===== config.mk =====
export PLATFORM = sky130hd
export DESIGN_NAME = mem_copy_dma
export DESIGN_NICKNAME = d
export VERILOG_FILES = /design/src/rtl/dma_pkg.sv /design/src/rtl/dma_addr_ctr.sv /design/src/rtl/mem_copy_dma.sv
export SDC_FILE = /design/constraint.sdc
export NUM_CORES = 1
export LEC_CHECK = 0
export CORE_MARGIN = 3
export CORE_UTILIZATION = 41
export CTS_CLUSTER_SIZE = 12
export DETAILED_ROUTE_END_ITERATION = 8
export PLACE_DENSITY = 0.67
export SYNTH_ARGS = -nofsm -noshare
export SYNTH_HDL_FRONTEND = slang
export SYNTH_SLANG_ARGS = --single-unit

===== constraint.sdc =====
create_clock -name clk -period 4.9 [get_ports clk]
set_input_delay 0.49 -clock clk [delete_from_list [all_inputs] [get_ports clk]]
set_output_delay 0.49 -clock clk [all_outputs]
set_load 0.005 [all_outputs]

===== src/rtl/dma_pkg.sv =====
// Shared widths and FSM state encoding for the block-copy DMA.
package dma_pkg;

  localparam int DMA_ADDR_W = 8;
  localparam int DMA_DATA_W = 8;

  typedef enum logic [1:0] {
    IDLE  = 2'd0,
    READ  = 2'd1,
    WRITE = 2'd2,
    DONE  = 2'd3
  } dma_state_e;

endpackage


===== src/rtl/dma_addr_ctr.sv =====
// Loadable up/down address pointer; wraps modulo 2^W in either direction.
module dma_addr_ctr #(
  parameter int W = 8
) (
  input  logic         clk,
  input  logic         rst,
  input  logic         load,
  input  logic         step,
  input  logic         down,
  input  logic [W-1:0] load_val,
  output logic [W-1:0] ptr
);

  logic [W-1:0] ptr_q, ptr_d;

  // Load wins over step; stepping follows the direction chosen for this copy.
  always_comb begin
    ptr_d = ptr_q;
    if (load) begin
      ptr_d = load_val;
    end else if (step) begin
      ptr_d = down ? (ptr_q - W'(1)) : (ptr_q + W'(1));
    end
  end

  // Pointer register, cleared by synchronous reset.
  always_ff @(posedge clk) begin
    if (rst) begin
      ptr_q <= '0;
    end else begin
      ptr_q <= ptr_d;
    end
  end

  assign ptr = ptr_q;

endmodule


===== src/rtl/mem_copy_dma.sv =====
// Block-copy DMA: copies a run of bytes with memmove semantics, two cycles per byte.
// Every memory-facing output is a flop because the memory reads combinationally
// and writes level-sensitively.
module mem_copy_dma
  import dma_pkg::*;
#(
  parameter int ADDR_W = DMA_ADDR_W,
  parameter int DATA_W = DMA_DATA_W,
  parameter int LEN_W  = ADDR_W + 1
) (
  input  logic              clk,
  input  logic              rst,
  input  logic              start,
  input  logic              abort,
  input  logic [ADDR_W-1:0] src_addr,
  input  logic [ADDR_W-1:0] dst_addr,
  input  logic [LEN_W-1:0]  length,
  output logic [ADDR_W-1:0] mem_read_addr,
  input  logic [DATA_W-1:0] mem_read_data,
  output logic [ADDR_W-1:0] mem_write_addr,
  output logic [DATA_W-1:0] mem_write_data,
  output logic              mem_write,
  output logic              busy,
  output logic              done,
  output logic [LEN_W-1:0]  bytes_done
);

  localparam logic [LEN_W-1:0] MAX_LEN = LEN_W'(1) << ADDR_W;

  dma_state_e        state_q, state_d;
  logic [LEN_W-1:0]  rem_q, rem_d;
  logic [LEN_W-1:0]  bytes_done_q, bytes_done_d;
  logic              dir_down_q, dir_down_d;
  logic              mem_write_q, mem_write_d;
  logic              busy_q, busy_d;
  logic              done_q, done_d;
  logic [ADDR_W-1:0] mem_write_addr_q, mem_write_addr_d;
  logic [DATA_W-1:0] mem_write_data_q, mem_write_data_d;

  logic [LEN_W-1:0]  len_sat, src_ext, dst_ext;
  logic [ADDR_W-1:0] len_lo, src_first, dst_first;
  logic [ADDR_W-1:0] src_ptr, dst_ptr;
  logic              backward, ptr_load, ptr_step;

  // Decode the request: saturate length, choose direction, compute first pointers.
  always_comb begin
    len_sat   = (length > MAX_LEN) ? MAX_LEN : length;
    len_lo    = len_sat[ADDR_W-1:0];
    src_ext   = LEN_W'(src_addr);
    dst_ext   = LEN_W'(dst_addr);
    backward  = (dst_ext > src_ext) && (dst_ext < (src_ext + len_sat));
    src_first = backward ? (src_addr + len_lo - ADDR_W'(1)) : src_addr;
    dst_first = backward ? (dst_addr + len_lo - ADDR_W'(1)) : dst_addr;
  end

  dma_addr_ctr #(.W(ADDR_W)) u_src_ctr (
    .clk      (clk),
    .rst      (rst),
    .load     (ptr_load),
    .step     (ptr_step),
    .down     (dir_down_q),
    .load_val (src_first),
    .ptr      (src_ptr)
  );

  dma_addr_ctr #(.W(ADDR_W)) u_dst_ctr (
    .clk      (clk),
    .rst      (rst),
    .load     (ptr_load),
    .step     (ptr_step),
    .down     (dir_down_q),
    .load_val (dst_first),
    .ptr      (dst_ptr)
  );

  // Next-state logic; abort overrides the normal flow but lets a write in flight count.
  always_comb begin
    state_d          = state_q;
    rem_d            = rem_q;
    bytes_done_d     = bytes_done_q;
    dir_down_d       = dir_down_q;
    mem_write_d      = 1'b0;
    mem_write_addr_d = mem_write_addr_q;
    mem_write_data_d = mem_write_data_q;
    ptr_load         = 1'b0;
    ptr_step         = 1'b0;

    case (state_q)
      IDLE: begin
        if (start) begin
          if (len_sat == '0) begin
            state_d = DONE;
          end else begin
            rem_d        = len_sat;
            bytes_done_d = '0;
            dir_down_d   = backward;
            ptr_load     = 1'b1;
            state_d      = READ;
          end
        end
      end
      READ: begin
        mem_write_data_d = mem_read_data;
        mem_write_addr_d = dst_ptr;
        mem_write_d      = 1'b1;
        state_d          = WRITE;
      end
      WRITE: begin
        bytes_done_d = bytes_done_q + LEN_W'(1);
        rem_d        = rem_q - LEN_W'(1);
        if (rem_q == LEN_W'(1)) begin
          state_d = DONE;
        end else begin
          ptr_step = 1'b1;
          state_d  = READ;
        end
      end
      DONE: begin
        state_d = IDLE;
      end
      default: begin
        state_d = IDLE;
      end
    endcase

    if (abort) begin
      state_d          = IDLE;
      mem_write_d      = 1'b0;
      ptr_load         = 1'b0;
      ptr_step         = 1'b0;
      rem_d            = rem_q;
      dir_down_d       = dir_down_q;
      mem_write_addr_d = mem_write_addr_q;
      mem_write_data_d = mem_write_data_q;
      if (state_q != WRITE) begin
        bytes_done_d = bytes_done_q;
      end
    end

    busy_d = (state_d == READ) || (state_d == WRITE);
    done_d = (state_d == DONE);
  end

  // State and output registers with synchronous reset.
  always_ff @(posedge clk) begin
    if (rst) begin
      state_q          <= IDLE;
      rem_q            <= '0;
      bytes_done_q     <= '0;
      dir_down_q       <= 1'b0;
      mem_write_q      <= 1'b0;
      mem_write_addr_q <= '0;
      mem_write_data_q <= '0;
      busy_q           <= 1'b0;
      done_q           <= 1'b0;
    end else begin
      state_q          <= state_d;
      rem_q            <= rem_d;
      bytes_done_q     <= bytes_done_d;
      dir_down_q       <= dir_down_d;
      mem_write_q      <= mem_write_d;
      mem_write_addr_q <= mem_write_addr_d;
      mem_write_data_q <= mem_write_data_d;
      busy_q           <= busy_d;
      done_q           <= done_d;
    end
  end

  assign mem_read_addr  = src_ptr;
  assign mem_write_addr = mem_write_addr_q;
  assign mem_write_data = mem_write_data_q;
  assign mem_write      = mem_write_q;
  assign busy           = busy_q;
  assign done           = done_q;
  assign bytes_done     = bytes_done_q;

endmodule


==> flow_metrics.py, run 1 <==
metrics = {
    "grt": {
        "grt.overflow.total": 0,
        "track_usage_pct": 18.4,
        "grt_pass1_wl_microns": 19500,
        "grt_max_degree": 46,
        "grt_pass1_vias": 4081,
        "antenna_found_initial": 0,
    },
    "route": {
        "routedWlPerCell_microns": 14.9,
        "wirelength_microns": 11800,
        "num_vias": 4208,
        "drc": 0,
        "drt-pass1-iter-count": 4,
        "ant_nets": 0,
        "viasPerCell": 5.32,
        "drt_iter0_drc": 210,
    },
    "synthesis": {
        "netlist_top_cells_area": "dfxtp_1, ha_1, a21oi_1, inv_1, nand2_1",
        "synth.avg_cell_area_sq_um": 7.88,
        "yosys_warnings": 0,
        "synth.area.mux_share_pct": 2.64,
        "synth_cell_types": 51,
        "synth_flop_cell": "dfxtp_1",
        "ys_seq_area_share_pct": 24.1,
        "synth-compound-area-share_pct": 20.9,
        "synth_fa_ha_area_share_pct": 20.7,
        "synth_top_family_by_area": "compound AO/OA/AOI/OAI gates",
        "synth_cells": 590,
        "synthArstFlopShare_pct": 0,
        "yosysTopAreaCellShare_pct": 24.1,
        "synth_xor_area_share_pct": 6.41,
        "synth-edff-count": 0,
        "synth_seq_cells": 56,
        "yosys.area_share.simple_pct": 17.9,
        "syn_nets": 701,
        "syn_area_sq_mm": 0.00465,
        "synth_top_cell_by_area": "dfxtp_1",
    },
    "cts": {
        "htree_levels": 2,
        "cts_resized": 0,
        "cts.sinks": 56,
        "tritoncts": "yes",
        "cts_made_buffers": 5,
        "clk_pin_slew_ps": 70,
        "clkLatencyLatePin_ps": 290,
        "cts_root_buf": "clkbuf_16",
        "post_cts_buffers": 0,
        "hold_buffers": 0,
        "clockBufferDepth": 2,
    },
    "power": {
        "p_sw_share_pct": 32.4,
        "peakVddDrop_v": 0.000172,
        "power_switching_w": 0.000415,
        "intPower_w": 0.000864,
        "p_per_area_mw_per_mm2": 227,
        "p_clk_share_pct": 27.8,
        "power_frac_comb_pct": 33.6,
        "seqPwrFrac_pct": 38.6,
        "power_leakage_nw": 2.45,
    },
    "timing": {
        "worst_slew_pin_slew_ps": 961,
        "fin_ws_ps": 581,
        "tns_ps": 0,
        "setup_viol": 0,
        "hold_violations": 0,
        "fmax_mhz": 232,
        "slew_headroom_pct": 35.8,
        "skew_ps": 7.41,
        "post-route-min-period_ps": 4320,
        "period_share_pct": 88.1,
        "drv_slew": 0,
        "rsz0062_at_grt": "false",
    },
    "critical_path": {
        "cp.arrival_ps": 4440,
        "slowest_stage": "clkdlybuf4s50_1",
        "cpPeakStageDelay_ps": 540,
        "critPathKind": "in2reg",
        "setup.worst_path.start_class": "primary input",
        "cp_cell_sequence": "clkdlybuf4s50_1 > nand2b_1 > inv_1 > ha_1 > inv_1 > fa_1 > nor2b_1 > o31ai_1 > and2_1 > xnor2_1 > ha_1 > a21o_1 > a211oi_1 > o31ai_1 > a21oi_2 > buf_4 > mux2i_1 > a211oi_1",
        "cp-end-kind": "flop",
        "crit_path_start": "length[8]",
        "timing.rr.start": "rem_q[4]",
        "critPathRequiredTime_ps": 5030,
        "cp_max_fo": 9,
    },
    "worst_hold_path": {
        "hold_path.class": "reg2reg",
        "worstHoldStart": "mem_write_data[6]",
    },
    "cells_and_area": {
        "nFillCells": 1099,
        "antenna_cells": 0,
        "multi_input_area_sq_mm": 0.00319,
        "stdcell_count": 791,
        "finish.net_count": 761,
        "design_area_sq_mm": 0.00562,
        "seq_area_sq_mm": 0.00112,
        "area_delta_synth_final_pct": 21.0,
        "drive_gt1_share_pct": 2.92,
    },
    "placed_design": {
        "dp_slack_ps": 308,
        "dpl.cell_count": 783,
        "dp_hpwl_microns": 9490,
        "io_buffer_count": 72,
        "placed_area_sq_mm": 0.00548,
        "gp_congestion": 0.895,
    },
    "floorplan": {
        "die_x_microns": 112,
        "start_util_pct": 42.5,
        "core_area_sq_mm": 0.0109,
        "die-area_sq_mm": 0.0126,
        "rows": 38,
        "die_h_microns": 112,
        "io_pins": 73,
    },
    "job": {
        "drv_cap": 0,
    },
    "run_status": {
        "outcome": "completed",
    },
}
[sequential cells by signal, indices dropped and copies added, names as in the netlist, 2 cells and up]
name and flops:
u_src_ctr.ptr 8, mem_write_addr 8, mem_write_data 8, state_q 2, bytes_done 9, u_dst_ctr.ptr 8, rem_q 9
[synth_stat cells (13+ instances only)]
| cell | instances |
|---|---|
| nor2b_1 | 14 |
| o21ai_0 | 32 |
| ha_1 | 69 |
| xor2_1 | 19 |
| a211oi_1 | 18 |
| inv_1 | 64 |
| clkbuf_1 | 19 |
| nand2_1 | 57 |
| dfxtp_1 | 56 |
| xnor2_1 | 15 |
| nor2_1 | 41 |
| a21oi_1 | 56 |
| nand2b_1 | 13 |
[metal layers]
metal  track usage, %  share of wire, %
met1             24.6                46
met2             31.5                47
met3             1.99               5.2
met4             5.05               1.8
met5                0                 0
[worst max-delay path, delay by kind of cell]
kind                       cells  cell delay, ps
and+or+nand+nor                3             630
buffers and inverters          4             980
muxes                          1             220
adders and majority gates      3             850
AOI/OAI and AO/OA              6            1160
xor gates and xnor gates       1             130
[cell families after synthesis]
family	after synthesis
compound gates	156
xor+xnor	34
fa+ha+maj	74
buf+inv	87
flops	56
mux	12
simple gates	171
[power by group through the flow]
stage	clock network, W	registers, W	logic (W)
floorplan	0	0.000499	0.000295
finish	0.000355	0.000494	0.000429
global route	0.000382	0.000497	0.000481
CTS	0.000365	0.000494	0.000428
global placement	0	0.000504	0.000413
detailed placement	0	0.000504	0.000425
[area by class of cell]
cell class / instances / share of cell area, %
Clock inverter: 2 / 0.289
Clock buffer: 6 / 2.29
Sequential cell: 56 / 19.9
Multi-Input combinational cell: 447 / 56.7
Tap cell: 140 / 3.12
Inverter: 64 / 4.27
Timing Repair Buffer: 76 / 13.4
[cells in the final DEF (no fill, tap or decap), types with 4 or more instances in the layout]
cell type and n:
o311a_1 4, a21o_1 8, nor3_1 10, o21ai_0 32, nand3_1 6, and3_1 4, xor2_1 19, nor2_1 41
xnor2_1 15, o21a_1 4, nor4_1 5, mux2i_1 10, o22ai_1 5, clkbuf_16 5, clkdlybuf4s50_1 72, a21oi_1 56
nor2b_1 14, ha_1 69, a211oi_1 18, buf_4 4, nand2_1 57, fa_1 5, dfxtp_1 56, nand2b_1 13
a22oi_1 5, inv_1 64, nand4_1 10
[final timing paths]
kind	slack, ps	cells past startpoint	end
min	460	2	mem_write_data[6]
max reg2reg	2210	7	u_dst_ctr.ptr[7]
max	580	18	u_src_ctr.ptr[4]
min reg2reg	460	2	mem_write_data[6]
[metrics by stage]
step,power (W),util [%],hold slack (ps)
after global routing,0.00136,51.4,473
after detailed placement,0.000929,50.1,446
after CTS,0.00129,51.4,456
after floorplan,0.000794,-,445
after global placement,0.000917,50.1,440
final,0.00128,51.4,457
(Power assumes the default switching activity.)
==> run 2, diff against run 1 <==
Settings changed: PLACE_DENSITY 0.67 to not set.
==> run 2 against run 1 <==
Compared with the run above: non-clock buffer count unchanged; first-iteration DRC count decreased by 18%; largest cell class unchanged; via count shrank 0.31%; combinational power about the same; clock power fell by 2%; utilization is essentially flat; sequential share of layout area about the same.
==> flow_metrics.py, run 2 (synthesis gave the netlist of run 1 again) <==
metrics = {
    "run_status": {
        "outcome": "completed",
    },
    "grt": {
        "antenna_found_initial": 0,
        "grt_pass1_vias": 3962,
        "grt.overflow.total": 0,
        "track_usage_pct": 18.6,
        "grt_pass1_wl_microns": 19400,
        "grt_max_degree": 25,
    },
    "placed_design": {
        "dp_hpwl_microns": 9670,
        "io_buffer_count": 72,
        "gp_congestion": 0.922,
    },
    "floorplan": {
        "start_util_pct": 42.5,
        "die_x_microns": 112,
        "die-area_sq_mm": 0.0126,
        "rows": 38,
        "die_h_microns": 112,
        "io_pins": 73,
        "core_area_sq_mm": 0.0109,
    },
    "critical_path": {
        "critPathRequiredTime_ps": 5120,
        "cp_cell_sequence": "clkdlybuf4s50_1 > nand2b_1 > ha_1 > a21o_1 > a21oi_1 > nor2b_1 > o21ai_0 > a21oi_1 > xnor2_1 > ha_1 > nand3_1 > nor2_1 > a211oi_1 > o31ai_1 > a21oi_2 > buf_4 > mux2_2 > a21oi_1",
        "cpPeakStageDelay_ps": 430,
        "critPathKind": "in2reg",
        "cp-end-kind": "flop",
        "setup.worst_path.start_class": "primary input",
        "crit_path_frequent_cell": "a21oi_1",
        "slowest_stage": "clkdlybuf4s50_1",
        "cp_max_fo": 22,
        "cp.arrival_ps": 4260,
    },
    "timing": {
        "fmax_mhz": 247,
        "period_share_pct": 82.5,
        "worst_slew_pin_slew_ps": 888,
        "tns_ps": 0,
        "setup_viol": 0,
        "slew_headroom_pct": 40.7,
        "drv_slew": 0,
        "holdWs_ps": 454,
        "hold_violations": 0,
        "post-route-min-period_ps": 4040,
        "skew_ps": 10.4,
        "rsz0062_at_grt": "false",
    },
    "cells_and_area": {
        "antenna_cells": 0,
        "drive_gt1_share_pct": 2.92,
        "final_cell_mix": "clkdlybuf4s50_1, ha_1, inv_1, nand2_1",
        "finish.net_count": 761,
        "final_common_cell": "clkdlybuf4s50_1",
        "area_delta_synth_final_pct": 20.9,
    },
    "cts": {
        "hold_buffers": 0,
        "cts_resized": 0,
        "clockBufferDepth": 2,
        "post_cts_buffers": 0,
        "cts_root_buf": "clkbuf_16",
        "htree_levels": 2,
        "clk_pin_slew_ps": 70,
        "cts_made_buffers": 5,
        "tritoncts": "yes",
        "clkLatencyLatePin_ps": 300,
        "cts.sinks": 56,
    },
    "power": {
        "peakVddDrop_v": 0.000159,
        "p_per_area_mw_per_mm2": 226,
        "power_leakage_nw": 2.46,
    },
    "route": {
        "wirelength_microns": 11900,
        "ant_nets": 0,
        "num_vias": 4195,
        "drt_iter0_drc": 172,
        "drt-pass1-iter-count": 4,
        "drc": 0,
        "routedWlPerCell_microns": 15.0,
        "viasPerCell": 5.30,
    },
    "worst_hold_path": {
        "hold_path.class": "reg2reg",
    },
    "job": {
        "drv_cap": 0,
    },
}
[run 2: worst paths after layout]
check / start / end / slack [ps] / cells after the start
setup reg to reg: rem_q[4] / u_src_ctr.ptr[3] / 2290 / 7
hold / removal: mem_write_data[1] / mem_write_data[1] / 450 / 2
setup / recovery: length[8] / u_dst_ctr.ptr[0] / 860 / 18
hold reg to reg: mem_write_data[1] / mem_write_data[1] / 450 / 2
[run 2: area by class of cell]
cell class | instances | area, sq um
tap | 140 | 175
fill | 1093 | 5320
sequential | 56 | 1120
timing repair buffer | 76 | 751
clock buffer | 6 | 129
multi-input combinational | 447 | 3190
inverter | 64 | 240
clock inverter | 2 | 13.8
[run 2: metrics by stage]
stage / worst slack, ps / power (W) / area (sq um) / util [%] / std cells
after floorplan: 1160 / 0.000794 / 4650 / - / 590
after global placement: 699 / 0.000920 / 5480 / 50.1 / 783
after detailed placement: 614 / 0.000927 / 5480 / 50.1 / 783
after CTS: 892 / 0.00128 / 5620 / 51.4 / 791
after global routing: 564 / 0.00135 / 5620 / 51.4 / 791
final: 857 / 0.00127 / 5620 / 51.4 / 791
[run 2: routing by layer]
layer	part of all wire [%]	global-route usage [%]
met1	49	25.2
met2	46	31.3
met3	4.1	2.86
met4	1.2	4.01
met5	0	0
[run 2: power breakdown]
part / switching [W] / internal, W / leakage, nW / total [W]
clock network: 0.000158 / 0.000191 / 0.0712 / 0.000349
logic: 0.000229 / 0.000198 / 1.93 / 0.000426
registers: 0.0000205 / 0.000474 / 0.456 / 0.000494
[run 2: critical path: cells and delay by family]
kind	cells	cell delay, ps
XOR/XNOR	1	140
multiplexers	1	370
AO/OA/AOI/OAI	8	1350
adder cells (fa/ha/maj)	2	640
buffers and inverters	2	730
AND/OR/NAND/NOR	4	530
==> run 3, diff against run 2 <==
Clock period 4.9 ns to 4.06 ns, I/O delays scaled along.
==> run 3 against run 2 <==
Compared with the run above: via count increased by 1.5%; utilization is 0.87 points higher; clock-buffer cell count unchanged; setup slack got worse by 570 ps; hold slack better by 1.7 ps; combinational power rose by 24%; clock power grew 20%; highest routed layer unchanged.
==> flow_metrics.py, run 3 (synthesis gave the netlist of run 1 again) <==
metrics = {
    "floorplan": {
        "io_pins": 73,
        "die-area_sq_mm": 0.0126,
        "start_util_pct": 42.5,
        "die_x_microns": 112,
        "core_area_sq_mm": 0.0109,
        "die_h_microns": 112,
        "rows": 38,
    },
    "job": {
        "drv_cap": 0,
    },
    "timing": {
        "holdWs_ps": 456,
        "worst_slew_pin_slew_ps": 861,
        "fmax_mhz": 265,
        "drv_slew": 0,
        "period_share_pct": 93.1,
        "slew_headroom_pct": 42.5,
        "hold_violations": 0,
        "post-route-min-period_ps": 3780,
        "rsz0062_at_grt": "false",
        "skew_ps": 11.4,
        "setup_viol": 0,
    },
    "cells_and_area": {
        "area_delta_synth_final_pct": 23.0,
        "antenna_cells": 0,
        "finish.net_count": 772,
        "final_common_cell": "clkdlybuf4s50_1",
        "nFillCells": 1097,
        "final_cell_mix": "clkdlybuf4s50_1, ha_1, inv_1, nand2_1",
        "drive_gt1_share_pct": 4.53,
        "design_area_sq_mm": 0.00571,
    },
    "critical_path": {
        "setup.worst_path.start_class": "primary input",
        "slowest_stage": "clkdlybuf4s50_1",
        "worst-path-buf-inv": 3,
        "cp.arrival_ps": 4000,
        "cp_cell_sequence": "clkdlybuf4s50_1 > buf_4 > nand2b_1 > ha_1 > nor2b_1 > o31ai_1 > and2_1 > xnor2_1 > ha_1 > a21o_1 > a211oi_1 > o31ai_1 > a21oi_2 > buf_12 > mux2_2 > a21oi_1",
        "cp_max_fo": 22,
        "cp_top_family": "compound AO/OA/AOI/OAI gates",
        "critPathKind": "in2reg",
        "rr_worst_depth": 7,
        "cp-end-kind": "flop",
        "path_depth": 16,
        "critPathRequiredTime_ps": 4280,
        "cpPeakStageDelay_ps": 450,
    },
    "run_status": {
        "outcome": "completed",
    },
    "grt": {
        "track_usage_pct": 18.8,
        "grt_pass1_vias": 4157,
        "grt_max_degree": 46,
        "grt_pass1_wl_microns": 19900,
        "grt.overflow.total": 0,
        "antenna_found_initial": 0,
    },
    "cts": {
        "clkLatencyLatePin_ps": 290,
        "clockBufferDepth": 2,
        "cts_made_buffers": 5,
        "clk_pin_slew_ps": 70,
        "cts_root_buf": "clkbuf_16",
        "htree_levels": 2,
        "tritoncts": "yes",
        "cts.sinks": 56,
    },
    "route": {
        "routedWlPerCell_microns": 14.9,
        "wirelength_microns": 11900,
        "viasPerCell": 5.31,
        "ant_nets": 0,
        "drc": 0,
        "num_vias": 4256,
        "drt_iter0_drc": 233,
        "drt-pass1-iter-count": 5,
    },
    "worst_hold_path": {
        "min_delay_path_depth": 2,
        "hold_path.class": "reg2reg",
    },
    "placed_design": {
        "placed_area_sq_mm": 0.00557,
        "gp_congestion": 0.867,
        "dp_hpwl_microns": 9800,
        "io_buffer_count": 72,
    },
    "power": {
        "power_leakage_nw": 2.51,
        "p_per_area_mw_per_mm2": 270,
        "peakVddDrop_v": 0.000201,
    },
}
run 3: changes by cell type in the layout (fill, tap and decap cells not counted):
cell / delta
buf_12: +1
buf_4: +10
o21ai_1: +1
o21ai_0: -1
run 3: where the power goes:
group	total (W)	internal, W	switching [W]	leakage (nW)
Combinational	0.000528	0.000251	0.000277	1.99
Clock	0.000420	0.000230	0.000190	0.0712
Sequential	0.000596	0.000572	0.0000249	0.456
run 3: final timing paths:
path         slack [ps]              start           endpoint
max reg2reg        1430           rem_q[4]   u_dst_ctr.ptr[7]
max                 280          length[8]   u_src_ctr.ptr[0]
min                 460  mem_write_addr[5]  mem_write_addr[5]
min reg2reg         460  mem_write_addr[5]  mem_write_addr[5]
run 3: timing repair:
action / in CTS / in global routing
resized for setup: 0 / 1
buffers inserted: 0 / 0
setup endpoints to repair: 0 / 3
hold buffers: 0 / 0
run 3: through the flow:
| stage | utilization (%) | power, W | TNS, ps | setup slack [ps] | instances |
|---|---|---|---|---|---|
| after floorplan | - | 0.000958 | 0 | 405 | 590 |
| after global placement | 50.9 | 0.00112 | 0 | 65.5 | 794 |
| after detailed placement | 50.9 | 0.00113 | -36.6 | -21.7 | 794 |
| after CTS | 52.3 | 0.00157 | 0 | 268 | 802 |
| after global routing | 52.3 | 0.00166 | 0 | 19.2 | 802 |
| final | 52.3 | 0.00155 | 0 | 282 | 802 |
run 3: final cells by class:
class	count	area, sq um	share of cell area (%)
Timing Repair Buffer	87	846	14.8
Inverter	64	240	4.20
Clock buffer	6	129	2.26
Multi-Input combinational cell	447	3190	55.8
Sequential cell	56	1120	19.6
Tap cell	140	175	3.07
Clock inverter	2	13.8	0.241
run 3: worst register-to-register path: cells and delay by family, from the launching register on:
kind	cells	cell delay, ps
simple gates	6	2070
compound gates	1	70
flops	1	380
run 3: metal layers:
layer / share of wire, % / GRT usage (%) / up-vias
li1: - / - / 2196
met1: 48 / 25.7 / 1936
met2: 46 / 31.2 / 111
met3: 4.6 / 2.59 / 13
met4: 1.4 / 4.73 / 0
met5: 0 / 0 / -
